==> config.mk <==
export PLATFORM = sky130hd
export DESIGN_NAME = spi_flash_reader
export DESIGN_NICKNAME = d
export VERILOG_FILES = /design/src/rtl/spi_flash_reader.sv
export SDC_FILE = /design/constraint.sdc
export NUM_CORES = 1
export LEC_CHECK = 0
export BUFFER_PORTS_ARGS = -buffer_cell sky130_fd_sc_hd__buf_4
export CORE_MARGIN = 2
export CORE_UTILIZATION = 47
export CTS_BUF_LIST = sky130_fd_sc_hd__clkbuf_8 sky130_fd_sc_hd__clkbuf_16
export DETAILED_ROUTE_END_ITERATION = 8
export GPL_TIMING_DRIVEN = 0
export PLACE_DENSITY = 0.85
export SLEW_MARGIN = 20
export SYNTH_ARGS = -nofsm -noshare
export SYNTH_HDL_FRONTEND = slang
export SYNTH_SLANG_ARGS = --single-unit
export TNS_END_PERCENT = 100
==> constraint.sdc <==
create_clock -name clk_i -period 2.75 [get_ports clk_i]
set_clock_uncertainty 0.2 [all_clocks]
set_input_delay 0.1375 -clock clk_i [delete_from_list [all_inputs] [get_ports clk_i]]
set_output_delay 0.1375 -clock clk_i [all_outputs]
set_load 0.005 [all_outputs]
==> src/rtl/spi_flash_reader.sv <==
// Wishbone master that runs an SPI-flash READ through wb_spi: SS on, command and address,
// header discard, chunked dummy-byte fill and readback streamed out on valid/ready, SS off.
module spi_flash_reader #(
    parameter int unsigned CHUNK = 16,
    parameter logic [7:0]  CMD   = 8'h03
) (
    input  logic        clk_i,
    input  logic        rst_i,
    input  logic        start,
    input  logic [23:0] addr,
    input  logic [15:0] len,
    output logic        busy,
    output logic        done,
    output logic [7:0]  out_data,
    output logic        out_valid,
    input  logic        out_ready,
    output logic        m_cyc_o,
    output logic        m_stb_o,
    output logic [1:0]  m_adr_o,
    output logic        m_we_o,
    output logic [31:0] m_dat_o,
    output logic [3:0]  m_sel_o,
    input  logic        m_ack_i,
    input  logic [31:0] m_dat_i
);

    typedef enum logic [3:0] {
        S_IDLE, S_SS_ON, S_HDR, S_DISC, S_FILL, S_POLL, S_RD, S_OUT, S_SS_OFF
    } state_t;

    localparam logic [15:0] CHUNK_W = 16'(CHUNK);
    localparam logic [6:0]  CHUNK_K = 7'(CHUNK);

    state_t      state_q, state_d;
    logic [23:0] addr_q, addr_d;
    logic [15:0] rem_q, rem_d;
    logic [6:0]  k_q, k_d;
    logic [6:0]  idx_q, idx_d;
    logic        phase_q, phase_d;
    logic        busy_q, busy_d;
    logic        done_q, done_d;
    logic [7:0]  out_data_q, out_data_d;
    logic        out_valid_q, out_valid_d;
    logic        cyc_q, cyc_d;
    logic        we_q, we_d;
    logic [1:0]  adr_q, adr_d;
    logic [7:0]  dat_q, dat_d;

    logic        ack_ok;
    logic        bus_state;
    logic        issue;
    logic        fill_last;
    logic [6:0]  chunk_sz;
    logic        req_we;
    logic [1:0]  req_adr;
    logic [7:0]  req_dat;
    logic        unused_dat;

    assign ack_ok     = cyc_q & m_ack_i;
    assign chunk_sz   = (rem_q > CHUNK_W) ? CHUNK_K : rem_q[6:0];
    assign fill_last  = (idx_q + 7'd1) == k_q;
    assign bus_state  = (state_q != S_IDLE) && (state_q != S_OUT);
    // A new access goes out on the cycle after the previous ack, leaving one idle cycle.
    assign issue      = bus_state && !cyc_q;
    assign unused_dat = ^m_dat_i[23:0];

    always_ff @(posedge clk_i) begin
        if (rst_i) begin
            state_q     <= S_IDLE;
            addr_q      <= '0;
            rem_q       <= '0;
            k_q         <= '0;
            idx_q       <= '0;
            phase_q     <= 1'b0;
            busy_q      <= 1'b0;
            done_q      <= 1'b0;
            out_data_q  <= '0;
            out_valid_q <= 1'b0;
            cyc_q       <= 1'b0;
            we_q        <= 1'b0;
            adr_q       <= '0;
            dat_q       <= '0;
        end else begin
            state_q     <= state_d;
            addr_q      <= addr_d;
            rem_q       <= rem_d;
            k_q         <= k_d;
            idx_q       <= idx_d;
            phase_q     <= phase_d;
            busy_q      <= busy_d;
            done_q      <= done_d;
            out_data_q  <= out_data_d;
            out_valid_q <= out_valid_d;
            cyc_q       <= cyc_d;
            we_q        <= we_d;
            adr_q       <= adr_d;
            dat_q       <= dat_d;
        end
    end

    always_comb begin
        state_d = state_q;
        case (state_q)
            S_IDLE:   if (start && len != 16'd0) state_d = S_SS_ON;
            S_SS_ON:  if (ack_ok) state_d = S_HDR;
            S_HDR:    if (ack_ok && idx_q == 7'd3) state_d = S_DISC;
            S_DISC:   if (ack_ok && phase_q && idx_q == 7'd3) state_d = S_FILL;
            S_FILL:   if (ack_ok && fill_last) state_d = S_POLL;
            S_POLL:   if (ack_ok && !m_dat_i[25]) state_d = S_RD;
            S_RD:     if (ack_ok) state_d = S_OUT;
            S_OUT: begin
                if (out_ready) begin
                    if (k_q != 7'd1)         state_d = S_POLL;
                    else if (rem_q != 16'd0) state_d = S_FILL;
                    else                     state_d = S_SS_OFF;
                end
            end
            S_SS_OFF: if (ack_ok) state_d = S_IDLE;
            default:  state_d = S_IDLE;
        endcase
    end

    always_comb begin
        req_we  = 1'b0;
        req_adr = 2'd0;
        req_dat = 8'h00;
        case (state_q)
            S_SS_ON:  begin req_we = 1'b1; req_adr = 2'd1; end
            S_HDR: begin
                req_we = 1'b1;
                case (idx_q[1:0])
                    2'd0:    req_dat = CMD;
                    2'd1:    req_dat = addr_q[23:16];
                    2'd2:    req_dat = addr_q[15:8];
                    default: req_dat = addr_q[7:0];
                endcase
            end
            S_DISC:   req_adr = phase_q ? 2'd0 : 2'd1;
            S_FILL:   req_we = 1'b1;
            S_POLL:   req_adr = 2'd1;
            S_SS_OFF: begin req_we = 1'b1; req_adr = 2'd1; req_dat = 8'h01; end
            default:  ;
        endcase

        addr_d      = addr_q;
        rem_d       = rem_q;
        k_d         = k_q;
        idx_d       = idx_q;
        phase_d     = phase_q;
        busy_d      = busy_q;
        done_d      = 1'b0;
        out_data_d  = out_data_q;
        out_valid_d = out_valid_q;
        cyc_d       = cyc_q;
        we_d        = we_q;
        adr_d       = adr_q;
        dat_d       = dat_q;

        if (state_q == S_IDLE && start) begin
            addr_d  = addr;
            rem_d   = len;
            idx_d   = 7'd0;
            phase_d = 1'b0;
            if (len == 16'd0) done_d = 1'b1;
            else              busy_d = 1'b1;
        end

        if (issue) begin
            cyc_d = 1'b1;
            we_d  = req_we;
            adr_d = req_adr;
            dat_d = req_dat;
        end

        if (ack_ok) begin
            cyc_d = 1'b0;
            we_d  = 1'b0;
            case (state_q)
                S_HDR: idx_d = (idx_q == 7'd3) ? 7'd0 : idx_q + 7'd1;
                S_DISC: begin
                    if (!phase_q) begin
                        if (!m_dat_i[25]) phase_d = 1'b1;
                    end else begin
                        phase_d = 1'b0;
                        if (idx_q == 7'd3) begin
                            idx_d = 7'd0;
                            k_d   = chunk_sz;
                            rem_d = rem_q - {9'd0, chunk_sz};
                        end else begin
                            idx_d = idx_q + 7'd1;
                        end
                    end
                end
                S_FILL: idx_d = fill_last ? 7'd0 : idx_q + 7'd1;
                S_RD: begin
                    out_data_d  = m_dat_i[31:24];
                    out_valid_d = 1'b1;
                end
                S_SS_OFF: begin
                    done_d = 1'b1;
                    busy_d = 1'b0;
                end
                default: ;
            endcase
        end

        if (state_q == S_OUT && out_ready) begin
            out_valid_d = 1'b0;
            k_d         = k_q - 7'd1;
            if (k_q == 7'd1 && rem_q != 16'd0) begin
                k_d   = chunk_sz;
                rem_d = rem_q - {9'd0, chunk_sz};
            end
        end
    end

    assign busy      = busy_q;
    assign done      = done_q;
    assign out_data  = out_data_q;
    assign out_valid = out_valid_q;
    assign m_cyc_o   = cyc_q;
    assign m_stb_o   = cyc_q;
    assign m_we_o    = we_q;
    assign m_adr_o   = adr_q;
    assign m_dat_o   = {dat_q, 24'h000000};
    assign m_sel_o   = 4'b1000;

endmodule
# [After elaboration in Yosys (flattened, before gate mapping)]
# Cells that the tools add are included.
[totals] register_bits=82 in_bits=77 wordCells=123
[classes] add_sub_neg=3 n_lt_le_gt_ge=1 eq_ne=24 n_mux=50 bitwise=1 n_reduce_logical=30
[op_table] op="two-way mux 16 bit" n=7
[op_table] op="two-way mux 7 bit" n=12
[op_table] op="two-way mux 4 bit" n=11
[op_table] op="one-hot mux 4 bit (9 select lines)" n=1
[op_table] op="nonzero test 16 bit" n=2
[op_table] op="one-hot mux 8 bit (3 select lines)" n=1
[op_table] op="one-hot mux 7 bit (3 select lines)" n=1
[op_table] op="inequality test 2 bit (second input constant)" n=9
[op_table] op="== test 4 x 3 -> 1 bit (second input constant)" n=4
[op_table] op="greater-than comparator 16 x 5 -> 1 bit (second input constant)" n=1
[op_table] op="zero test 16 bit" n=1
[op_table] op="one-hot mux 8 bit (2 select lines)" n=1
[op_table] op="subtractor 16 x 7 -> 16 bit" n=1
[op_table] op="two-way mux 1 bit" n=15
[op_table] op="logical AND 1 bit" n=11
[op_table] op="AND reduction 9 bit" n=1
[op_table] op="== test 4 x 2 -> 1 bit (second input constant)" n=2
[op_table] op="nonzero test 2 bit" n=4
[op_table] op="adder 7 x 1 -> 7 bit (second input constant)" n=1
[op_table] op="== test 7 x 1 -> 1 bit (second input constant)" n=1
[op_table] op="== test 7 x 2 -> 1 bit (second input constant)" n=1
[op_table] op="== test 7 bit" n=1
[op_table] op="inequality test 7 x 1 -> 1 bit (second input constant)" n=1
[op_table] op="subtractor 7 x 1 -> 7 bit (second input constant)" n=1
[op_table] op="other kinds (16)" n=18

# [Logic depth before layout (Yosys ltp)]
[logic_depth] ltp_word=9 depth_mapped=11 ltp_nobuf=11

# [Worst setup path after synthesis]
# No wires, ideal clock.
[synth_path] path_kind="reg-to-reg" startpoint="reg idx_q[0]" endpoint="reg rem_q[13]" setup_ps=132 arrival_ps=2338 required_time_ps=2418 path_slack_ps=80 stages_incl_launch_ff=9 n_path_buf=0 period_less_slack_ps=2670 path_cell_list="dfxtp_1 -> ha_1 -> or4b_4 -> nor3_4 -> nand3_2 -> a211o_1 -> or4_1 -> nand3_1 -> a21oi_1"
[synth_via] elab_chain_len=7
[synth_rtl] item="start: declaration" line="38" rtl="logic [6:0] idx_q, idx_d;"
[synth_rtl] item="start signal: assignment" line="88" rtl="idx_q <= idx_d;"
[synth_rtl] item="== test 7 x 2 -> 1 bit *" line="185" rtl="if (idx_q == 7'd3) begin"
[synth_rtl] item="two-way mux 16 bit *" line="185"
[synth_rtl] item="two-way mux 16 bit *" line="181" rtl="if (!phase_q) begin"
[synth_rtl] item="two-way mux 16 bit *" line="178" rtl="case (state_q)"
[synth_rtl] item="two-way mux 16 bit *" line="175" rtl="if (ack_ok) begin"
[synth_rtl] item="two-way mux 16 bit" line="210" rtl="if (k_q == 7'd1 && rem_q != 16'd0) begin"
[synth_rtl] item="two-way mux 16 bit *" line="207" rtl="if (state_q == S_OUT && out_ready) begin"
[synth_rtl] item="end signal: assignment" line="86" rtl="rem_q <= rem_d;"
[synth_rtl] item="end: declaration" line="36" rtl="logic [15:0] rem_q, rem_d;"
# Mark *: on every way between the ends. The rest lies on a longest branch, timed or not.
# A chain may end at the register's enable or synchronous reset.

# [Worst setup path after layout]
[layout_path] startpoint="reg k_q[0]" endpoint="reg rem_q[12]"
[layout_via] elab_chain_len=4
[layout_rtl] item="start: declaration" line="37" rtl="logic [6:0] k_q, k_d;"
[layout_rtl] item="start signal: assignment" line="87" rtl="k_q <= k_d;"
[layout_rtl] item="== test 7 x 1 -> 1 bit" line="210"
[layout_rtl] item="logical AND 1 bit" line="210"
[layout_rtl] item="two-way mux 16 bit" line="210"
[layout_rtl] item="two-way mux 16 bit" line="207"
# No other way between the ends.

==> impl_results.md <==
- TritonCTS clock tree: yes
- Post-Synthesis Cell Area: 4410 sq um
- Pre-antenna DRT Iters: 6
- Met2 Use GR: 43.7%
- Grt met1 use: 32.8%
- Setup Crit Path Kind: reg2reg
- Initial DRC count: 426
- Overall die area: 10200 sq um
- Synth async-reset ratio: 0%
- Io pins: 129
- Via/cell ratio: 5.68
- Hold crit path type: in2reg
- Syn Inst Count: 573
- Layout Area Growth over Synthesis: 36.6%
- Avg Cell Area, Syn: 7.70 sq um
- Top post-synthesis cells by area: dfxtp_1 (37%), a21oi_1 (7.5%), nand2_1 (7.2%), buf_4 (5.1%), nor2_1 (4.7%)
- Prevailing post-synth register cell: dfxtp_1
- Startpoint types: flop
- Commonest cells in the synthesized netlist: nand2_1 (85), dfxtp_1 (81), a21oi_1 (66), nor2_1 (55), buf_4 (30)
- Status: finished, final reports clean
- Via count of the routed design: 4889
- Final Routed Wirelength: 13.4 mm
- Worst-Skew Late Latency: 0.36 ns
- First-pass GRT wire length: 21.0 mm
- Power Total: 0.00383 W
- Final instance area: 6030 sq um
- Crit end category: flop
- Fin. Hold Viols: 0
- Slew Viols, Final: 0
- Row count: 35
- Port buffer count: 75
- Layout net count: 828
- H-Tree Level Count: 3
- WHS: 0.00487 ns
- Num CTS Buffers: 9
- Overflow after GRT: 0
- Power Density: 635 nW/um^2
- Post-route DRC violation count: 0
- Placed cell area: 5220 sq um
- Tcrit/Tclk final: 96.9%
- Mean routed wirelength per cell: 15.6 um
- DIE HEIGHT: 101 um
- Final WS setup: 0.0854 ns
- Unique masters post-synth: 60
- GR peak layer: met2
- Layout cell share with drive strength beyond 1: 21.4%
- Crit path max fanout: 10
- Initial antenna violation count: 0
- Fillers: 760
- Detailed placement HPWL: 9.08 mm
- Root buffer cell: clkbuf_8
- Routability cong.: 0.938
- Number of synthesized flops with an enable pin: 0
- Initial Utilization: 48.0%
- Met3 Track Usage GR: 3.19%
- Antenna Violating Nets Remaining: 0
- Pin count of the biggest net entering global routing: 16
- Fin cells: 860
- Sequential Area: 1630 sq um
- Placement Setup Slack: -0.249 ns
- # diodes: 0
- Area of the multi-input gates: 2560 sq um
- Post-synth top area share: 36.7%
- CTS Buffer Depth: 2
- Overall routing resource usage: 25.7%
- Seq cells post-synth: 81
- Setup violations, final: 0
- Post-synthesis sequential area ratio: 36.7%
- Synth warn: 0
- Die Wd: 101 um
- Core area: 9200 sq um
- Max-cap violations: 0
- Dpl cells: 787
- Worst Path Arrival: 2.68 ns
- Clock sink count: 81
- Top-count cell post-synth: nand2_1
- Leading area contributor after synthesis: dfxtp_1
- Number of global-route vias before repair: 4462
- Peak VDD IR: 0.559 mV
- Fmax: 0.375 GHz
- Slew @ Worst Pin: 0.784 ns
- WP data required: 2.76 ns
- Clock transition at path regs: 0.09 ns
- Final min period: 2.66 ns
- Relative slew slack: 47.3%
- Lkg Pwr: 2.50 nW
## power breakdown
part | internal, W | switching [W]
combinational | 0.000619 | 0.000876
clock | 0.000360 | 0.000484
sequential | 0.00133 | 0.000156
## worst max-delay path: stages (launching register included)
cell and delay, ns:
dfxtp_1 0.49, ha_1 0.19, nor4b_1 0.22, nand2_1 0.18, nand2b_1 0.25, o21ai_2 0.42
nor2_1 0.22, o21ai_0 0.25, a31oi_1 0.10
## logic make-up (layout without fill, tap and decap cells)
group / after synthesis / after routing / synth area share, %
and+or+nand+nor: 231 / 231 / 24.9
AOI/OAI and AO/OA: 155 / 155 / 21.8
DFF: 81 / 81 / 36.7
buffers and inverters: 71 / 219 / 8.82
muxes: 15 / 15 / 3.40
xor gates and xnor gates: 11 / 11 / 2.18
adders and majority gates: 7 / 7 / 1.98
other: 2 / 30 / 0.170
## metrics by stage
| step | utilization (%) | setup TNS (ns) |
|---|---|---|
| global route | 65.6 | -0.0445 |
| finish | 65.6 | 0 |
| CTS | 65.1 | 0 |
| global placement | 56.8 | -1.49 |
| detailed placement | 56.8 | -1.83 |
| floorplan | - | 0 |
## layer usage
metal,vias to the layer above,part of all wire [%]
met5,-,0
met4,0,2.1
met3,31,6.9
met2,249,51
met1,2290,40
li1,2319,-
## what timing repair did
| action | 4_1_cts | 5_1_grt |
|---|---|---|
| buffers inserted | 7 | 2 |
| endpoints found under the setup margin | 18 | 24 |
| resized for setup | 11 | 13 |
| hold buffers | 49 | 0 |
| endpoints found under the hold margin | 51 | 0 |
| pin swaps | 5 | 2 |
## path summary, 6_finish.rpt
check / from / to / slack (ns) / depth (start not counted)
worst min register to register: addr_q[19] / addr_q[19] / 0.27 / 2
worst max register to register: k_q[0] / rem_q[12] / 0.09 / 8
worst min-delay path: len[2] / rem_q[2] / 0.005 / 5
worst max-delay path: k_q[0] / rem_q[12] / 0.09 / 8
## sequential cells by signal (all words and copies together) (netlist names), 4 cells and up
name / count
dat_q: 8
addr_q: 24
state_q: 4
out_data: 8
idx_q: 7
rem_q: 16
k_q: 7
## cell usage in the layout (no fill, tap or decap), drive strengths merged, types with 4 or more instances in the layout
| cell | n |
|---|---|
| nand3 | 16 |
| or3 | 9 |
| nor3 | 20 |
| and2 | 5 |
| buf | 120 |
| or4 | 4 |
| ha | 7 |
| a31oi | 8 |
| a211oi | 4 |
| inv | 11 |
| xnor2 | 8 |
| mux2i | 15 |
| nor2 | 55 |
| a211o | 4 |
| a21oi | 67 |
| nand2 | 85 |
| o21a | 4 |
| clkbuf | 35 |
| a22oi | 17 |
| nor2b | 4 |
| conb | 30 |
| nand4 | 4 |
| o21ai | 27 |
| dlygate4sd3 | 49 |
| nor4 | 10 |
| nand2b | 6 |
| dfxtp | 81 |
## cell type report
class | instances | area share, %
buffer | 61 | 5.87
clock buffer | 10 | 2.28
clock inverter | 6 | 0.809
inverter | 9 | 0.560
multi-input combinational | 449 | 42.5
sequential | 81 | 27.1
tap | 111 | 2.30
timing repair buffer | 133 | 18.6
Note: power is estimated with default switching activity, not from simulation.
